==> src/rtl/seq_mag_comparator.sv <==
// Sequential magnitude comparator: walks operands MSB chunk first, stopping at the first differing chunk.
// Latency: j cycles after accept for a decision using j chunks (1..NCHUNK).
// Backpressure: result held in DONE until out_ready; no new accept until released.
module seq_mag_comparator #(
  parameter int WIDTH = 16,
  parameter int CHUNK = 4,
  localparam int NCHUNK = WIDTH / CHUNK,
  localparam int CW = $clog2(NCHUNK) + 1
) (
  input  logic             clk,
  input  logic             rst_n,
  input  logic             in_valid,
  output logic             in_ready,
  input  logic [WIDTH-1:0] a,
  input  logic [WIDTH-1:0] b,
  input  logic             sgn,
  output logic             out_valid,
  input  logic             out_ready,
  output logic             l,
  output logic             e,
  output logic             g,
  output logic [CW-1:0]    chunks_used
);

  localparam int IW = (NCHUNK > 1) ? $clog2(NCHUNK) : 1;
  localparam logic [WIDTH-1:0] MSB_MASK = WIDTH'(1) << (WIDTH - 1);

  typedef enum logic [1:0] {
    S_IDLE,
    S_CMP,
    S_DONE
  } state_t;

  state_t           state, state_nxt;
  logic [WIDTH-1:0] a_q, b_q;
  logic [IW-1:0]    idx;
  logic [CW-1:0]    cnt;
  logic [CHUNK-1:0] chunk_a, chunk_b;
  logic             chunk_gt, chunk_lt, decide;

  assign in_ready  = (state == S_IDLE);
  assign out_valid = (state == S_DONE);

  always_comb begin
    chunk_a  = a_q[int'(idx)*CHUNK +: CHUNK];
    chunk_b  = b_q[int'(idx)*CHUNK +: CHUNK];
    chunk_gt = (chunk_a > chunk_b);
    chunk_lt = (chunk_a < chunk_b);
    decide   = chunk_gt || chunk_lt || (idx == '0);
  end

  always_ff @(posedge clk or negedge rst_n) begin
    if (!rst_n) state <= S_IDLE;
    else        state <= state_nxt;
  end

  always_comb begin
    state_nxt = state;
    case (state)
      S_IDLE:  if (in_valid) state_nxt = S_CMP;
      S_CMP:   if (decide) state_nxt = S_DONE;
      S_DONE:  if (out_ready) state_nxt = S_IDLE;
      default: state_nxt = S_IDLE;
    endcase
  end

  // Flipping the sign bit maps two's complement onto unsigned order, so one compare path serves both modes.
  always_ff @(posedge clk or negedge rst_n) begin
    if (!rst_n) begin
      a_q         <= '0;
      b_q         <= '0;
      idx         <= '0;
      cnt         <= '0;
      l           <= 1'b0;
      e           <= 1'b0;
      g           <= 1'b0;
      chunks_used <= '0;
    end else begin
      case (state)
        S_IDLE: begin
          if (in_valid) begin
            a_q <= sgn ? (a ^ MSB_MASK) : a;
            b_q <= sgn ? (b ^ MSB_MASK) : b;
            idx <= IW'(NCHUNK - 1);
            cnt <= '0;
          end
        end
        S_CMP: begin
          cnt <= cnt + CW'(1);
          if (decide) begin
            l           <= chunk_lt;
            g           <= chunk_gt;
            e           <= !chunk_lt && !chunk_gt;
            chunks_used <= cnt + CW'(1);
          end else begin
            idx <= idx - IW'(1);
          end
        end
        default: ;
      endcase
    end
  end

endmodule

==> config.mk <==
export PLATFORM = sky130hd
export DESIGN_NAME = seq_mag_comparator
export DESIGN_NICKNAME = d
export VERILOG_FILES = /design/src/rtl/seq_mag_comparator.sv
export SDC_FILE = /design/constraint.sdc
export NUM_CORES = 1
export LEC_CHECK = 0
export CORE_MARGIN = 4
export CORE_UTILIZATION = 55
export CTS_BUF_LIST = sky130_fd_sc_hd__clkbuf_8
export CTS_CLUSTER_DIAMETER = 80
export CTS_CLUSTER_SIZE = 40
export DETAILED_ROUTE_END_ITERATION = 10
export PLACE_DENSITY = 0.85
export SLEW_MARGIN = 20
export SYNTH_ARGS = -nofsm -noshare
export SYNTH_HDL_FRONTEND = slang
export SYNTH_SLANG_ARGS = --single-unit
==> constraint.sdc <==
create_clock -name clk -period 4.7 [get_ports clk]
set_input_delay 0.94 -clock clk [delete_from_list [all_inputs] [get_ports clk]]
set_output_delay 0.94 -clock clk [all_outputs]
set_load 0.1 [all_outputs]
==> results_dict.tcl, run 1 <==
set metrics [dict create \
    outcome "complete, no violations" \
    synthCells 153 \
    drc 0 \
    drv_cap 0 \
    worstPathArrival_ns 2.09 \
    path_clk_slew_ns 0.07 \
    setup_viol 0 \
    finalSetupTns_ns 0 \
    worstHoldPathCells 1 \
    grt_use_met2 0.300 \
    ys_seq_area_frac 0.522 \
    final_antenna_net_count 0 \
    vias 1345 \
    clk_root_buffer_cell "clkbuf_8" \
    grt_pass1_wl_um 6830 \
    grt_max_degree 46 \
    setup.worst_path.class "flip-flop to primary output" \
    cp.required_ns 3.76 \
    cts_buffer_depth 2 \
    rsz0062_at_grt "no" \
    globalplace.congestion 0.886 \
    ys.flop_type "dfrtp_1" \
    p_sw_frac 0.418 \
    seqCellArea_mm2 0.00113 \
    powerDensity_mw_per_mm2 687 \
    via_per_inst 5.45 \
    drt_wl_total_um 3980 \
    fmax_mhz 330 \
    dpl.hpwl_um 3030 \
    final_util 0.728 \
    io_buffer_count 44 \
    cts_sinks 45 \
    holdBufCountCts 0 \
    p_seq_frac 0.368 \
    first_pass_iters 2 \
    synthArstFlopShare 1.00 \
    drive_above_1_share 0.131 \
    p_comb_frac 0.516 \
    cts_resized 0 \
    wl_per_cell_um 16.1 \
    power_frac_clock 0.116 \
    hold_path_class "flip-flop to flip-flop" \
    multi_input_area_um2 965 \
    syn_area_per_cell_um2 14.1 \
    gr-total-overflow 0 \
    worstMarginPinSlew_ns 0.967 \
    busiest_layer "met2" \
    cp_max_fo 5 \
    hold_viol 0 \
    die-area_mm2 0.00499 \
    max-vdd-ir-drop_uv 402 \
    ios 45 \
    fin_crit_sh 0.644 \
    postCtsSetupBuffers 0 \
    use_met1 0.213 \
    core_mm2 0.00372 \
    antenna_found_initial 0 \
    final_common_cell "dfrtp_1" \
    power_switching_mw 0.776 \
    area_delta_synth_final_pct 25.5 \
    fp.dieW_um 70.6 \
    syn_nets 196 \
    start_util 0.580 \
    final_cell_mix "dfrtp_1 (45), clkdlybuf4s50_1 (43), mux2_1 (30), inv_1 (11), mux4_2 (8)" \
    endpoint_kind "primary output" \
    num_antenna_cells 0 \
    fin_skew_ns 0.00475 \
    rows 22 \
    fillCellCount 263 \
    synth-seq-cells 45 \
    cts_tree "done" \
    syn_area_mm2 0.00216 \
    yosysWarnings 0 \
    dieHeight_um 70.6 \
    synth_cell_types 33 \
    grt_pass1_vias 1522 \
    use_met3 0.0526 \
    reg2reg_depth 6 \
    slew_headroom 0.353 \
    cp-start-kind "flip-flop" \
    htreeDepth 2 \
    clk-insertion-delay-late_ns 0.29 \
    cts-buffers-inserted 5 \
    grt_use_total 0.174 \
    first_iter_violations 57 \
    power_mw 1.86 \
    p_leak_nw 1.19 \
    period_needed_ns 3.03 \
    synth_edf_count 0 \
    fin_nets 241 \
    p_int_mw 1.08 \
    slew_violations 0 \
]
-- cell type report --
class / instances / area share
sequential: 45 / 0.416
tap: 48 / 0.0222
timing repair buffer: 45 / 0.165
clock buffer: 5 / 0.0254
inverter: 8 / 0.0111
clock inverter: 3 / 0.00416
multi-input combinational: 93 / 0.356
-- final timing paths --
kind / to / slack [ns] / startpoint
worst max register to register: chunks_used[2]$_DFFE_PN0P_ / 1.89 / idx[0]$_DFFE_PN0P_
min in group asynchronous: a_q[12]$_DFFE_PN0P_ / 0.64 / rst_n
worst min-delay path: b_q[14]$_DFFE_PN0P_ / 0.49 / b_q[14]$_DFFE_PN0P_
max in group asynchronous: b_q[9]$_DFFE_PN0P_ / 3.69 / rst_n
worst max-delay path: out_valid / 1.67 / state[1]$_DFFE_PN0P_
worst min register to register: b_q[14]$_DFFE_PN0P_ / 0.49 / b_q[14]$_DFFE_PN0P_
-- flip-flops by register name, indices dropped and copies added, names as in the netlist --
name and flops:
state 2, b_q 16, a_q 16, l 1, chunks_used 3, idx 2
g 1, e 1, cnt 3
-- layer usage --
metal	vias to the layer above	share of wire
met5	-	0
met3	6	0.049
met4	0	0.012
met2	36	0.51
li1	629	-
met1	674	0.43
-- Yosys cell counts (2+ instances only) --
| cell type | instances | area, um2 |
|---|---|---|
| buf_4 | 3 | 22.5 |
| nand2b_1 | 2 | 12.5 |
| mux2_1 | 30 | 338 |
| a21o_1 | 2 | 15.0 |
| nor2_1 | 7 | 26.3 |
| o21ai_0 | 2 | 10.0 |
| nand2_1 | 6 | 22.5 |
| nor2b_1 | 2 | 12.5 |
| o21ai_1 | 3 | 15.0 |
| mux4_2 | 8 | 180 |
| xnor2_1 | 2 | 17.5 |
| mux2i_1 | 3 | 30.0 |
| inv_1 | 8 | 30.0 |
| a21oi_1 | 4 | 20.0 |
| buf_2 | 3 | 15.0 |
| ha_1 | 6 | 75.1 |
| dfrtp_1 | 45 | 1130 |
| mux2_4 | 2 | 30.0 |
-- worst max-delay path: stages, from the launching register on --
cell and delay, ns:
dfrtp_1 0.44, nor2b_1 0.20, clkdlybuf4s50_1 1.15
-- metrics by stage --
stage,instance area (um2),setup WS [ns],hold WS [ns],std cells
after floorplan,2160,1.98,0.452,153
after global placement,2620,2.00,0.468,239
final,2710,1.67,0.486,247
after CTS,2700,1.66,0.491,247
after global routing,2710,1.62,0.499,247
after detailed placement,2620,1.88,0.474,239
-- power by group through the flow --
stage	combinational [mW]	sequential (mW)	clock, mW
after global placement	0.915	0.686	0
after detailed placement	0.963	0.694	0
after CTS	0.969	0.686	0.223
final	0.958	0.684	0.216
after global routing	1.03	0.708	0.238
after floorplan	0.663	0.771	0
-- logic make-up after synthesis --
group           count (synthesis)  synth area share
compound gates                 19            0.0743
simple gates                   22            0.0551
buf+inv                        15            0.0331
flops                          45             0.522
mux                            43             0.268
fa+ha+maj                       6            0.0348
xor+xnor                        3            0.0122
No activity file was read; power rests on OpenSTA's default activity.
==> run 2, diff against run 1 <==
--- a/config.mk
+++ b/config.mk
@@ -6,12 +6,12 @@
 export NUM_CORES = 1
 export LEC_CHECK = 0
 export CORE_MARGIN = 4
-export CORE_UTILIZATION = 55
+export CORE_UTILIZATION = 53
 export CTS_BUF_LIST = sky130_fd_sc_hd__clkbuf_8
 export CTS_CLUSTER_DIAMETER = 80
 export CTS_CLUSTER_SIZE = 40
 export DETAILED_ROUTE_END_ITERATION = 10
-export PLACE_DENSITY = 0.85
+export PLACE_DENSITY = 0.82
 export SLEW_MARGIN = 20
 export SYNTH_ARGS = -nofsm -noshare
 export SYNTH_HDL_FRONTEND = slang
==> constraint.sdc (replaced) <==
create_clock -name clk -period 3.15 [get_ports clk]
set_input_delay 0.63 -clock clk [delete_from_list [all_inputs] [get_ports clk]]
set_output_delay 0.63 -clock clk [all_outputs]
set_load 0.1 [all_outputs]
==> run 2 against run 1 <==
- worst setup slack worse by 1.1 ns
- non-clock buffer count rose by 1
- clock power rose by 48%
- clock skew about the same
- first-iteration DRC count increased by 37%
- final cell count rose by 0.40%
- largest power group unchanged
- die area increased by 3.3%
- wire length fell by 2.4%
- total power grew 50%
- sequential power increased by 51%
- register-to-register slack lost 1.4 ns
==> results_dict.tcl, run 2 (same netlist as run 1, synthesis figures left out) <==
set metrics [dict create \
    setup_viol 0 \
    wl_per_cell_um 15.7 \
    cts_resized 0 \
    cts-buffers-inserted 5 \
    setup.worst_path.class "flip-flop to flip-flop" \
    stdcell_area_mm2 0.00269 \
    final_common_cell "dfrtp_1" \
    top_regs "a_q (16), b_q (16)" \
    endpoint_kind "flip-flop" \
    clk_root_buffer_cell "clkbuf_8" \
    cp_max_fo 7 \
    outcome "complete, no violations" \
    dieHeight_um 71.8 \
    slew_headroom 0.605 \
    dpl.hpwl_um 2990 \
    fmax_mhz 381 \
    rsz0062_at_grt "no" \
    fin_nets 242 \
    use_met1 0.209 \
    fin_crit_sh 0.833 \
    cts_tree "done" \
    hold_slack_ns 0.335 \
    ios 45 \
    cp.required_ns 3.33 \
    fp.dieW_um 71.8 \
    via_per_inst 5.43 \
    worstMarginPinSlew_ns 0.591 \
    use_met3 0.0449 \
    p_leak_nw 1.21 \
    drv_cap 0 \
    hold_viol 0 \
    grt_use_met2 0.283 \
    r2r_end "chunks_used[2]$_DFFE_PN0P_" \
    rows 22 \
    antenna_found_initial 0 \
    first_pass_iters 4 \
    num_antenna_cells 0 \
    rrSetupSlack_ns 0.53 \
    drc 0 \
    finalSetupTns_ns 0 \
    final_cell_mix "dfrtp_1 (45), clkdlybuf4s50_1 (35), mux2_1 (30), inv_1 (11), buf_4 (11)" \
    grt_use_total 0.166 \
    start_util 0.568 \
    busiest_layer "met2" \
    grt_pass1_wl_um 6800 \
    max-vdd-ir-drop_uv 386 \
    area_delta_synth_final_pct 25.0 \
    fin_skew_ns 0.00484 \
    htreeDepth 2 \
    path_clk_slew_ns 0.08 \
    first_iter_violations 78 \
    drive_above_1_share 0.175 \
    clk-insertion-delay-late_ns 0.29 \
    slew_violations 0 \
    postCtsSetupBuffers 0 \
    cts_sinks 45 \
    final_antenna_net_count 0 \
    power_mw 2.78 \
    core_mm2 0.00380 \
    die-area_mm2 0.00515 \
    grt_max_degree 46 \
    reg2reg_depth 6 \
    worstPathArrival_ns 2.80 \
    period_needed_ns 2.62 \
    globalplace.congestion 0.920 \
    cts_buffer_depth 2 \
    vias 1347 \
    grt_pass1_vias 1503 \
    final_util 0.709 \
    drt_wl_total_um 3890 \
    reg2reg_from "idx[0]$_DFFE_PN0P_" \
    hold_path_class "primary input to async pin" \
    fillCellCount 254 \
    powerDensity_mw_per_mm2 1030 \
    io_buffer_count 44 \
    holdBufCountCts 0 \
    placedInstanceArea_mm2 0.00261 \
    gr-total-overflow 0 \
    cp-start-kind "flip-flop" \
]
run 2: cell type report:
cell class / count / area (um2) / share of cell area
Timing Repair Buffer: 46 / 433 / 0.161
Inverter: 8 / 30.0 / 0.0111
Clock buffer: 5 / 68.8 / 0.0255
Sequential cell: 45 / 1130 / 0.418
Multi-Input combinational cell: 93 / 965 / 0.358
Tap cell: 48 / 60.1 / 0.0223
Clock inverter: 3 / 11.3 / 0.00418
run 2: report_power, final:
part / internal (mW) / total (mW) / switching (mW)
Clock: 0.148 / 0.320 / 0.172
Combinational: 0.614 / 1.44 / 0.822
Sequential: 0.848 / 1.03 / 0.177
run 2: metrics by stage:
step / setup WS, ns / instances
6_report: 0.526 / 248
5_1_grt: 0.374 / 248
4_1_cts: 0.488 / 248
3_5_place_dp: 0.508 / 240
3_3_place_gp: 0.594 / 240
2_1_floorplan: 0.655 / 153
run 2: worst max-delay path by stage:
| stage | startpoint | end | slack [ns] | depth (start not counted) |
|---|---|---|---|---|
| global route | idx[0]$_DFFE_PN0P_ | idx[0]$_DFFE_PN0P_ | 0.37 | 7 |
| global placement | idx[0]$_DFFE_PN0P_ | chunks_used[2]$_DFFE_PN0P_ | 0.59 | 6 |
| finish | idx[0]$_DFFE_PN0P_ | chunks_used[2]$_DFFE_PN0P_ | 0.53 | 6 |
| detailed placement | idx[0]$_DFFE_PN0P_ | chunks_used[2]$_DFFE_PN0P_ | 0.51 | 6 |
| CTS | idx[0]$_DFFE_PN0P_ | chunks_used[2]$_DFFE_PN0P_ | 0.49 | 6 |
| floorplan | idx[0]$_DFFE_PN0P_ | chunks_used[1]$_DFFE_PN0P_ | 0.66 | 7 |
run 2: metal layers:
metal  routed length (um)  up-vias
met1                 1660      671
met2                 1980       37
met3                  186        8
li1                     -      631
met5                    0        -
met4                   59        0
run 2: critical path: stages (launching register included):
cell     delay [ns]
dfrtp_1        0.58
mux4_2         0.56
ha_1           0.39
a21oi_2        0.30
nand2_2        0.12
o21ai_4        0.23
mux2_4         0.33
